## config.mk

```make
export PLATFORM = sky130hd
export DESIGN_NAME = jogador_automatico_exp4
export DESIGN_NICKNAME = d
export VERILOG_FILES = /design/src/rtl/jogador_pkg.sv /design/src/rtl/jogador_automatico_exp4_contador.sv /design/src/rtl/jogador_automatico_exp4.sv
export SDC_FILE = /design/constraint.sdc
export NUM_CORES = 1
export LEC_CHECK = 0
export CORE_MARGIN = 4
export CORE_UTILIZATION = 48
export DETAILED_ROUTE_END_ITERATION = 7
export GPL_TIMING_DRIVEN = 0
export PLACE_DENSITY = 0.71
export SKIP_LAST_GASP = 1
export SYNTH_ARGS = -nofsm -noshare
export SYNTH_HDL_FRONTEND = slang
export SYNTH_SLANG_ARGS = --single-unit
export TNS_END_PERCENT = 100
```

## constraint.sdc

```tcl
create_clock -name clock_i -period 4.35 [get_ports clock_i]
set_clock_uncertainty 0.1 [all_clocks]
set_input_delay 0.87 -clock clock_i [delete_from_list [all_inputs] [get_ports clock_i]]
set_output_delay 0.87 -clock clock_i [all_outputs]
set_load 0.1 [all_outputs]
```

## src/rtl/jogador_pkg.sv

```systemverilog
// Shared definitions for the memory-game auto-player: state codes, the
// expected play value of each index, and the one-bit rotation used to
// corrupt a play on purpose.
package jogador_pkg;

    typedef enum logic [3:0] {
        ST_INICIAL       = 4'd0,
        ST_PULSO         = 4'd1,
        ST_ESPERA        = 4'd2,
        ST_APLICA        = 4'd3,
        ST_INTERVALO     = 4'd4,
        ST_ESPERA_PRONTO = 4'd5,
        ST_FIM           = 4'd6
    } estado_t;

    // Rotate a 4-bit one-hot value left by one position (1000 wraps to 0001).
    function automatic logic [3:0] rotl1(input logic [3:0] v);
        return {v[2:0], v[3]};
    endfunction

    // Play i presses switch (i mod 4).
    function automatic logic [3:0] valor_esperado(input logic [3:0] idx);
        return 4'b0001 << idx[1:0];
    endfunction

    function automatic int max4(input int a, input int b, input int c, input int d);
        int m;
        m = a;
        if (b > m) m = b;
        if (c > m) m = c;
        if (d > m) m = d;
        return m;
    endfunction

endpackage

```

## src/rtl/jogador_automatico_exp4_contador.sv

```systemverilog
// Loadable down-counter shared by every timed state of the auto-player.
// fim_o is high while the count sits at zero; a state that loads D-1 on
// entry therefore lasts exactly D cycles.
module contador_ciclos_jogador #(
    parameter int W = 12
) (
    input  logic         clock_i,
    input  logic         reset_i,
    input  logic         carrega_i,
    input  logic [W-1:0] valor_i,
    input  logic         conta_i,
    output logic         fim_o
);

    logic [W-1:0] cnt_q;
    logic [W-1:0] cnt_d;

    // Load has priority; counting saturates at zero.
    always_comb begin
        cnt_d = cnt_q;
        if (carrega_i) begin
            cnt_d = valor_i;
        end else if (conta_i && (cnt_q != '0)) begin
            cnt_d = cnt_q - 1'b1;
        end
    end

    // Count register.
    always_ff @(posedge clock_i or posedge reset_i) begin
        if (reset_i) begin
            cnt_q <= '0;
        end else begin
            cnt_q <= cnt_d;
        end
    end

    assign fim_o = (cnt_q == '0);

endmodule

```

## src/rtl/jogador_automatico_exp4.sv

```systemverilog
// Auto-player for the memory game: pulses iniciar_jogo, presses each play
// value on chaves with fixed hold/gap timing, optionally corrupts one play,
// and records the result the game reports (or a timeout).
//
// state          | code | meaning
// inicial        | 0    | idle after reset, waiting for iniciar
// pulso          | 1    | iniciar_jogo high for START_CYCLES
// espera         | 2    | chaves=0 for GAP_CYCLES before the first play
// aplica         | 3    | chaves = play value for HOLD_CYCLES
// intervalo      | 4    | chaves=0 for GAP_CYCLES after a play
// espera_pronto  | 5    | all plays done, waiting up to WAIT_MAX for pronto
// fim            | 6    | run finished, results held until next iniciar
module jogador_automatico_exp4
    import jogador_pkg::*;
#(
    parameter int START_CYCLES = 5,
    parameter int HOLD_CYCLES  = 10,
    parameter int GAP_CYCLES   = 10,
    parameter int N_JOGADAS    = 16,
    parameter int WAIT_MAX     = 4000
) (
    input  logic       clock_i,
    input  logic       reset_i,
    input  logic       iniciar_i,
    input  logic       errar_en_i,
    input  logic [3:0] errar_em_i,
    input  logic       pronto_i,
    input  logic       acertou_i,
    input  logic       errou_i,
    output logic       iniciar_jogo_o,
    output logic [3:0] chaves_o,
    output logic       terminado_o,
    output logic       res_acerto_o,
    output logic       res_erro_o,
    output logic       res_timeout_o,
    output logic [3:0] db_jogada_o,
    output logic [3:0] db_estado_o
);

    localparam int CNT_MAX = max4(WAIT_MAX, HOLD_CYCLES, GAP_CYCLES, START_CYCLES);
    localparam int CNT_W   = (CNT_MAX < 2) ? 1 : $clog2(CNT_MAX + 1);

    localparam logic [CNT_W-1:0] CARGA_START = CNT_W'(START_CYCLES - 1);
    localparam logic [CNT_W-1:0] CARGA_HOLD  = CNT_W'(HOLD_CYCLES - 1);
    localparam logic [CNT_W-1:0] CARGA_GAP   = CNT_W'(GAP_CYCLES - 1);
    localparam logic [CNT_W-1:0] CARGA_WAIT  = CNT_W'(WAIT_MAX - 1);
    localparam logic [3:0]       ULTIMA      = 4'(N_JOGADAS - 1);

    estado_t    estado_q, estado_d;
    logic [3:0] idx_q, idx_d;
    logic       errar_en_q, errar_en_d;
    logic [3:0] errar_em_q, errar_em_d;
    logic       res_acerto_q, res_acerto_d;
    logic       res_erro_q, res_erro_d;
    logic       res_timeout_q, res_timeout_d;

    logic       iniciar_jogo_q, iniciar_jogo_d;
    logic [3:0] chaves_q, chaves_d;
    logic       terminado_q, terminado_d;

    logic             carrega;
    logic [CNT_W-1:0] valor;
    logic             cnt_fim;
    logic             captura;

    contador_ciclos_jogador #(
        .W(CNT_W)
    ) u_contador (
        .clock_i  (clock_i),
        .reset_i  (reset_i),
        .carrega_i(carrega),
        .valor_i  (valor),
        .conta_i  (~carrega),
        .fim_o    (cnt_fim)
    );

    // State register together with the run context it owns.
    always_ff @(posedge clock_i or posedge reset_i) begin
        if (reset_i) begin
            estado_q      <= ST_INICIAL;
            idx_q         <= '0;
            errar_en_q    <= 1'b0;
            errar_em_q    <= '0;
            res_acerto_q  <= 1'b0;
            res_erro_q    <= 1'b0;
            res_timeout_q <= 1'b0;
        end else begin
            estado_q      <= estado_d;
            idx_q         <= idx_d;
            errar_en_q    <= errar_en_d;
            errar_em_q    <= errar_em_d;
            res_acerto_q  <= res_acerto_d;
            res_erro_q    <= res_erro_d;
            res_timeout_q <= res_timeout_d;
        end
    end

    // Next-state logic; a game report (pronto) wins over any timer expiry.
    always_comb begin
        estado_d      = estado_q;
        idx_d         = idx_q;
        errar_en_d    = errar_en_q;
        errar_em_d    = errar_em_q;
        res_acerto_d  = res_acerto_q;
        res_erro_d    = res_erro_q;
        res_timeout_d = res_timeout_q;
        carrega       = 1'b0;
        valor         = '0;

        captura = pronto_i && ((estado_q == ST_ESPERA) || (estado_q == ST_APLICA) ||
                               (estado_q == ST_INTERVALO) || (estado_q == ST_ESPERA_PRONTO));

        if (captura) begin
            estado_d     = ST_FIM;
            res_acerto_d = acertou_i;
            res_erro_d   = errou_i;
        end else begin
            case (estado_q)
                ST_INICIAL, ST_FIM: begin
                    if (iniciar_i) begin
                        estado_d      = ST_PULSO;
                        idx_d         = '0;
                        errar_en_d    = errar_en_i;
                        errar_em_d    = errar_em_i;
                        res_acerto_d  = 1'b0;
                        res_erro_d    = 1'b0;
                        res_timeout_d = 1'b0;
                        carrega       = 1'b1;
                        valor         = CARGA_START;
                    end
                end
                ST_PULSO: begin
                    if (cnt_fim) begin
                        estado_d = ST_ESPERA;
                        carrega  = 1'b1;
                        valor    = CARGA_GAP;
                    end
                end
                ST_ESPERA: begin
                    if (cnt_fim) begin
                        estado_d = ST_APLICA;
                        carrega  = 1'b1;
                        valor    = CARGA_HOLD;
                    end
                end
                ST_APLICA: begin
                    if (cnt_fim) begin
                        estado_d = ST_INTERVALO;
                        carrega  = 1'b1;
                        valor    = CARGA_GAP;
                    end
                end
                ST_INTERVALO: begin
                    if (cnt_fim) begin
                        carrega = 1'b1;
                        if (idx_q == ULTIMA) begin
                            estado_d = ST_ESPERA_PRONTO;
                            valor    = CARGA_WAIT;
                        end else begin
                            estado_d = ST_APLICA;
                            idx_d    = idx_q + 4'd1;
                            valor    = CARGA_HOLD;
                        end
                    end
                end
                ST_ESPERA_PRONTO: begin
                    if (cnt_fim) begin
                        estado_d      = ST_FIM;
                        res_timeout_d = 1'b1;
                    end
                end
                default: begin
                    estado_d = ST_INICIAL;
                end
            endcase
        end
    end

    // Output values for the state being entered, so they register on entry.
    always_comb begin
        iniciar_jogo_d = (estado_d == ST_PULSO);
        terminado_d    = (estado_d == ST_FIM);
        chaves_d       = '0;
        if (estado_d == ST_APLICA) begin
            if (errar_en_d && (errar_em_d == idx_d)) begin
                chaves_d = rotl1(valor_esperado(idx_d));
            end else begin
                chaves_d = valor_esperado(idx_d);
            end
        end
    end

    // Registered outputs; reset clears them without waiting for a clock.
    always_ff @(posedge clock_i or posedge reset_i) begin
        if (reset_i) begin
            iniciar_jogo_q <= 1'b0;
            chaves_q       <= '0;
            terminado_q    <= 1'b0;
        end else begin
            iniciar_jogo_q <= iniciar_jogo_d;
            chaves_q       <= chaves_d;
            terminado_q    <= terminado_d;
        end
    end

    assign iniciar_jogo_o = iniciar_jogo_q;
    assign chaves_o       = chaves_q;
    assign terminado_o    = terminado_q;
    assign res_acerto_o   = res_acerto_q;
    assign res_erro_o     = res_erro_q;
    assign res_timeout_o  = res_timeout_q;
    assign db_jogada_o    = idx_q;
    assign db_estado_o    = estado_q;

endmodule

```

; Yosys cells after proc, flatten, opt, wreduce, memory -nomap -nowiden
; Index checks and enable logic that the tools add are counted.
; W data, S select, Z words.
[op_classes]
addsub = 2
mul = 0
n_div = 0
magnitude_cmp = 0
eq_ne = 13
shift = 1
mux = 40
n_bitwise = 2
n_reduce_logical = 18
[op_table]
columns = cell, count
row1 = $mux W4, 17
row2 = $mux W12, 5
row3 = $pmux W12 S3, 1
row4 = $pmux W4 S6, 1
row5 = $eq A4 B3 Y1 const B, 4
row6 = $eq A4 B2 Y1 const B, 3
row7 = $logic_not A12 Y1, 1
row8 = $reduce_bool A12 Y1, 1
row9 = $sub A12 B1 Y12 const B, 1
row10 = $mux W1, 11
row11 = $eq A4 B1 Y1 const B, 2
row12 = $pmux W4 S2, 1
row13 = $reduce_bool A2 Y1, 4
row14 = $mux W3, 2
row15 = $add A4 B1 Y4 const B, 1
row16 = $eq A4 B4 Y1, 1
row17 = $eq A4 B4 Y1 const B, 1
row18 = $logic_not A4 Y1, 1
row19 = $ne A2 B2 Y1 const B, 2
row20 = $pmux W1 S2, 2
row21 = $reduce_and A4 Y1, 1
row22 = $reduce_or A4 Y1, 1
row23 = $shl A1 B2 Y4 const A, 1
row24 = $logic_and A1 B1 Y1, 3
row25 = 5 further kinds, 8
[totals]
register_bits = 34
latch_bits = 0
ram_bits = 0
rom_bits = 0
input_bits = 11
output_inout_bits = 17
wordCells = 87
memories = 0

; Logic depth before layout (Yosys ltp)
; Gate-level depths: netlist of the first run.
[logic_depth]
depth_word = 10
mapped_depth = 10
depth_no_buf = 9

; Cells and area by module
; Synthesis of the first run repeated with hierarchy kept, for this count alone.
[hier_totals]
cells_unflattened = 244
area_unflattened_um2 = 2292.2
[modules_own_cells]
columns = module, instances, cells_per_inst, area_each_um2, seq_area_each_um2
row1 = jogador_automatico_exp4, 1, 162, 1500.2, 550.5
row2 = contador_ciclos_jogador, 1, 82, 792.0, 300.3

; Worst setup path before layout of the first run
; OpenSTA, ideal clock, no wires.
[synth_path]
path_type = register to register
start = register estado_q[2], in the netlist db_estado_o[2]
end = register chaves_q[1], in the netlist chaves_o[1]
setup_ns = 0.119
t_arrival_ns = 2.778
t_required_ns = 4.131
setup_slack_ns = 1.353
stages_incl_launch_ff = 9
path_buffers = 1
period_less_slack_ns = 2.997
path_cell_list = dfrtp_1 buf_4 or4b_4 or2_1 o21ai_2 a211oi_1 o2111ai_1 nor2_2 o21a_1
[synth_via]
elab_chain_cells = 10
elab_cells_between_ends = 32
cone_classes = 8 x eq/ne / 1 x shift / 16 x mux / 7 x reduce/logical
[synth_rtl]
columns = item, line
row1 = from (decl), jogador_automatico_exp4.sv:49  ; estado_t estado_q, estado_d;
row2 = from (signal assigned), jogador_automatico_exp4.sv:88  ; estado_q <= estado_d;
row3 = branches (longest 9 deep; another with $eq A4 B3 Y1), -
row4 = $mux W4 *, jogador_automatico_exp4.sv:184  ; if (estado_d == ST_APLICA) begin
row5 = via chaves_d[1], jogador_automatico_exp4.sv:58  ; logic [3:0] chaves_q, chaves_d;
row6 = to (signal assigned), jogador_automatico_exp4.sv:201  ; chaves_q <= chaves_d;
row7 = to (decl), jogador_automatico_exp4.sv:58
; Mark *: on every way through the listed nets, which the timed path passes.
; A chain may end at the register's enable or synchronous reset.

; Final worst setup path of the first run
[layout_path]
start = input pronto_i
end = register chaves_q[0], in the netlist chaves_o[0]
[layout_via]
elab_chain_cells = 6
elab_cells_between_ends = 11
cone_classes = 2 x eq/ne / 1 x shift / 6 x mux / 2 x reduce/logical
[layout_rtl]
columns = item, line
row1 = from (decl), jogador_automatico_exp4.sv:27  ; input logic pronto_i,
row2 = $logic_and A1 B1 Y1 *, jogador_automatico_exp4.sv:110  ; captura = pronto_i && ((estado_q == ST_ESPERA) || (estado_q == ST_APLICA) ||
row3 = $mux W4, jogador_automatico_exp4.sv:113  ; if (captura) begin
row4 = $eq A4 B4 Y1, jogador_automatico_exp4.sv:185  ; if (errar_en_d && (errar_em_d == idx_d)) begin
row5 = $logic_and A1 B1 Y1, jogador_automatico_exp4.sv:185
row6 = $mux W4, jogador_automatico_exp4.sv:185
row7 = $mux W4 *, jogador_automatico_exp4.sv:184
row8 = via chaves_d[0], jogador_automatico_exp4.sv:58
; The timed path passes the listed nets; every way through them passes the cells marked *.

==> results.toml, run 1 <==
[synthesis]
synth_edf_count = 0
avgSynthCellArea_um2 = 10.4
synthesis.area_um2 = 2170
ys_ff_latch = 34
yosys_warnings = 0
yosys_most_used_dff = "dfrtp_1"
ys_seq_area_share_pct = 39.3
synth_cells = 209
async_flop_share_pct = 100
syn_nets = 223
synth.distinct_cells = 75

[worst_hold_path]
min_to = "res_timeout_o"
whs_path_depth = 2
worstHoldStart = "res_timeout_o"
hp-class = "flip-flop to flip-flop"

[detailed_routing]
vias = 1713
postRouteAntennaNets = 0
finalWirelength_mm = 4.69
drc = 0
firstDrtPassIters = 4
dr.first_iter.drc_count = 76
wl_per_cell_um = 15.9
viasPerCell = 5.83

[timing]
fmax_mhz = 323
min_period_over_period_pct = 71.1
relSlewSlack_pct = 34.7
rsz0062_at_grt = "false"
fin_tns_setup_ps = 0
timing.final.crit_period_ps = 3090
worst_pin_slew_ps = 977
finalHoldViolations = 0
final-max-slew-violation-count = 0
setup_viol = 0

[pwr]
vdd_drop_max_mv = 0.458
power_uw = 1630
powerDensity_nw_per_um2 = 634
p_leak_uw = 0.00106

[cts]
root_buffer = "clkbuf_8"
clock_sinks = 34
max-clock-path-buffers = 2
cts_tree = "built"
clk_pin_slew_ps = 60
htree_levels = 2
cts_setup_buffers = 0
cts-buffers-inserted = 5
worst_skew_pair.late_latency_ps = 280
hold_buffers = 0
cts_resized = 0

[setup_path]
rr_worst_depth = 9
worstPathArrival_ps = 3150
required_ps = 4410
r2r_start = "u_contador.cnt_q[0]"
crit_path_end_kind = "flip-flop"
r2r_slack_ps = 1690
regToRegEndpoint = "chaves_o[2]"
worstSetupPathType = "input port to flip-flop"
crit_fanout = 7
critical_path.startpoint_type = "input port"

[grt]
grt_pass1_vias = 1638
antenna_found_initial = 0
gr-usage-all-layers_pct = 18.4
grt_max_degree = 35
overflow = 0
grt_pass1_wl_mm = 7.95

[layout]
diodes = 0
multi_input_area_um2 = 1230
area_growth_pct = 18.5
drive_gt1_share_pct = 18.2
nNetsFinal = 256
num-fill-cells = 392
regArea_um2 = 851

[placement]
port_buffers = 26
place_congestion = 0.811
dp_hpwl_mm = 3.37

[floorplanning]
die_y_um = 75.2
coreArea_um2 = 4350
die_area_um2 = 5650
io_pins = 28
die_width_um = 75.2
initial_core_util_pct = 49.8
rows = 24

[outcome]
status = "completed"

[run]
maxCapViolations = 0
metrics by stage:
step | utilization [%] | instances | area (um2) | setup slack (ps) | hold slack [ps]
global route | 59.0 | 294 | 2570 | 1040 | 415
finish | 59.0 | 294 | 2570 | 1260 | 386
floorplan | - | 209 | 2170 | 1350 | 368
global placement | 57.2 | 287 | 2490 | 966 | 379
detailed placement | 57.2 | 287 | 2490 | 937 | 382
CTS | 59.0 | 294 | 2570 | 1230 | 398
kinds of logic after synthesis:
family          Yosys count  share of synthesized area (%)
mux                       5                           2.48
buf+inv                  16                           3.81
xor+xnor                 10                           4.39
simple gates             85                           27.5
other cells               1                          0.173
fa+ha+maj                 3                           1.73
flops                    34                           39.3
compound gates           55                           20.7
final cells by class:
class                   count  share of cell area [%]
repair buffers             26                    10.1
plain buffers               7                    1.90
flip-flops and latches     34                    33.1
multi-input cells         159                    48.0
well taps                  52                    2.53
inverters                   9                    1.32
clock buffers               7                    2.97
critical path, stage by stage:
cell,delay [ps]
clkdlybuf4s50_1,690
nor2b_1,150
o311ai_2,540
nand2_1,150
a31oi_1,180
o2111ai_1,240
nor2_2,230
o22ai_1,110
cell usage after synthesis (4+ instances only):
cell type / count / area share, %
a21oi_1: 4 / 0.92
a31oi_1: 4 / 1.2
dfrtp_1: 34 / 39
inv_1: 9 / 1.6
nand2_1: 16 / 2.8
nand3_1: 13 / 3.0
nor2_1: 12 / 2.1
nor3_1: 5 / 1.2
o21ai_0: 11 / 2.5
xnor2_1: 6 / 2.4
worst max-delay path by stage:
stage | start | endpoint | cells after the start
floorplan | db_estado_o[2] | chaves_o[1] | 8
global placement | pronto_i | chaves_o[3] | 8
detailed placement | pronto_i | chaves_o[0] | 8
CTS | pronto_i | chaves_o[0] | 8
global route | pronto_i | chaves_o[2] | 8
finish | pronto_i | chaves_o[0] | 8
cell usage in the layout (no fill, tap or decap), types with 4 or more instances in the layout:
cell and instances:
dfrtp_1 34, clkdlybuf4s50_1 26, nand2_1 16, nand3_1 13, nor2_1 12, o21ai_0 11
inv_1 8, xnor2_1 6, clkbuf_1 5, nor3_1 5, clkbuf_8 5, a21oi_1 4
a31oi_1 4
state kept, by name, indices dropped and copies added (netlist names):
signal            flops
u_contador.cnt_q     12
chaves_o              4
db_estado_o           4
db_jogada_o           4
errar_em_q            4
errar_en_q            1
iniciar_jogo_o        1
res_acerto_o          1
res_erro_o            1
res_timeout_o         1
terminado_o           1
per-layer routing:
metal	up-vias	share of wire [%]	GRT usage, %
met1	825	48	25.8
met2	43	46	28.2
met4	0	1.3	5.83
met3	8	4.5	4.41
met5	-	0	0
li1	837	-	-
report_power, final:
group,internal [uW],switching (uW),leakage (uW)
clock,110,108,0.0000383
combinational,328,575,0.000574
sequential,414,92.7,0.000446
Note: power is estimated with default switching activity, not from simulation.
==> inputs of run 2 (changes only) <==
clock period = 3.2 ns   (was 4.35 ns; I/O delays follow)
==> results of run 2 <==
The final DEF is identical to that of run 1. Status: completed.
Among the figures that moved: setup slack after placement 937 ps -> 17.4 ps; setup slack after layout 1260 ps -> 337 ps; register-to-register setup slack 1690 ps -> 540 ps; total power 1630 uW -> 2210 uW; worst IR drop on VDD 0.458 mV -> 0.622 mV
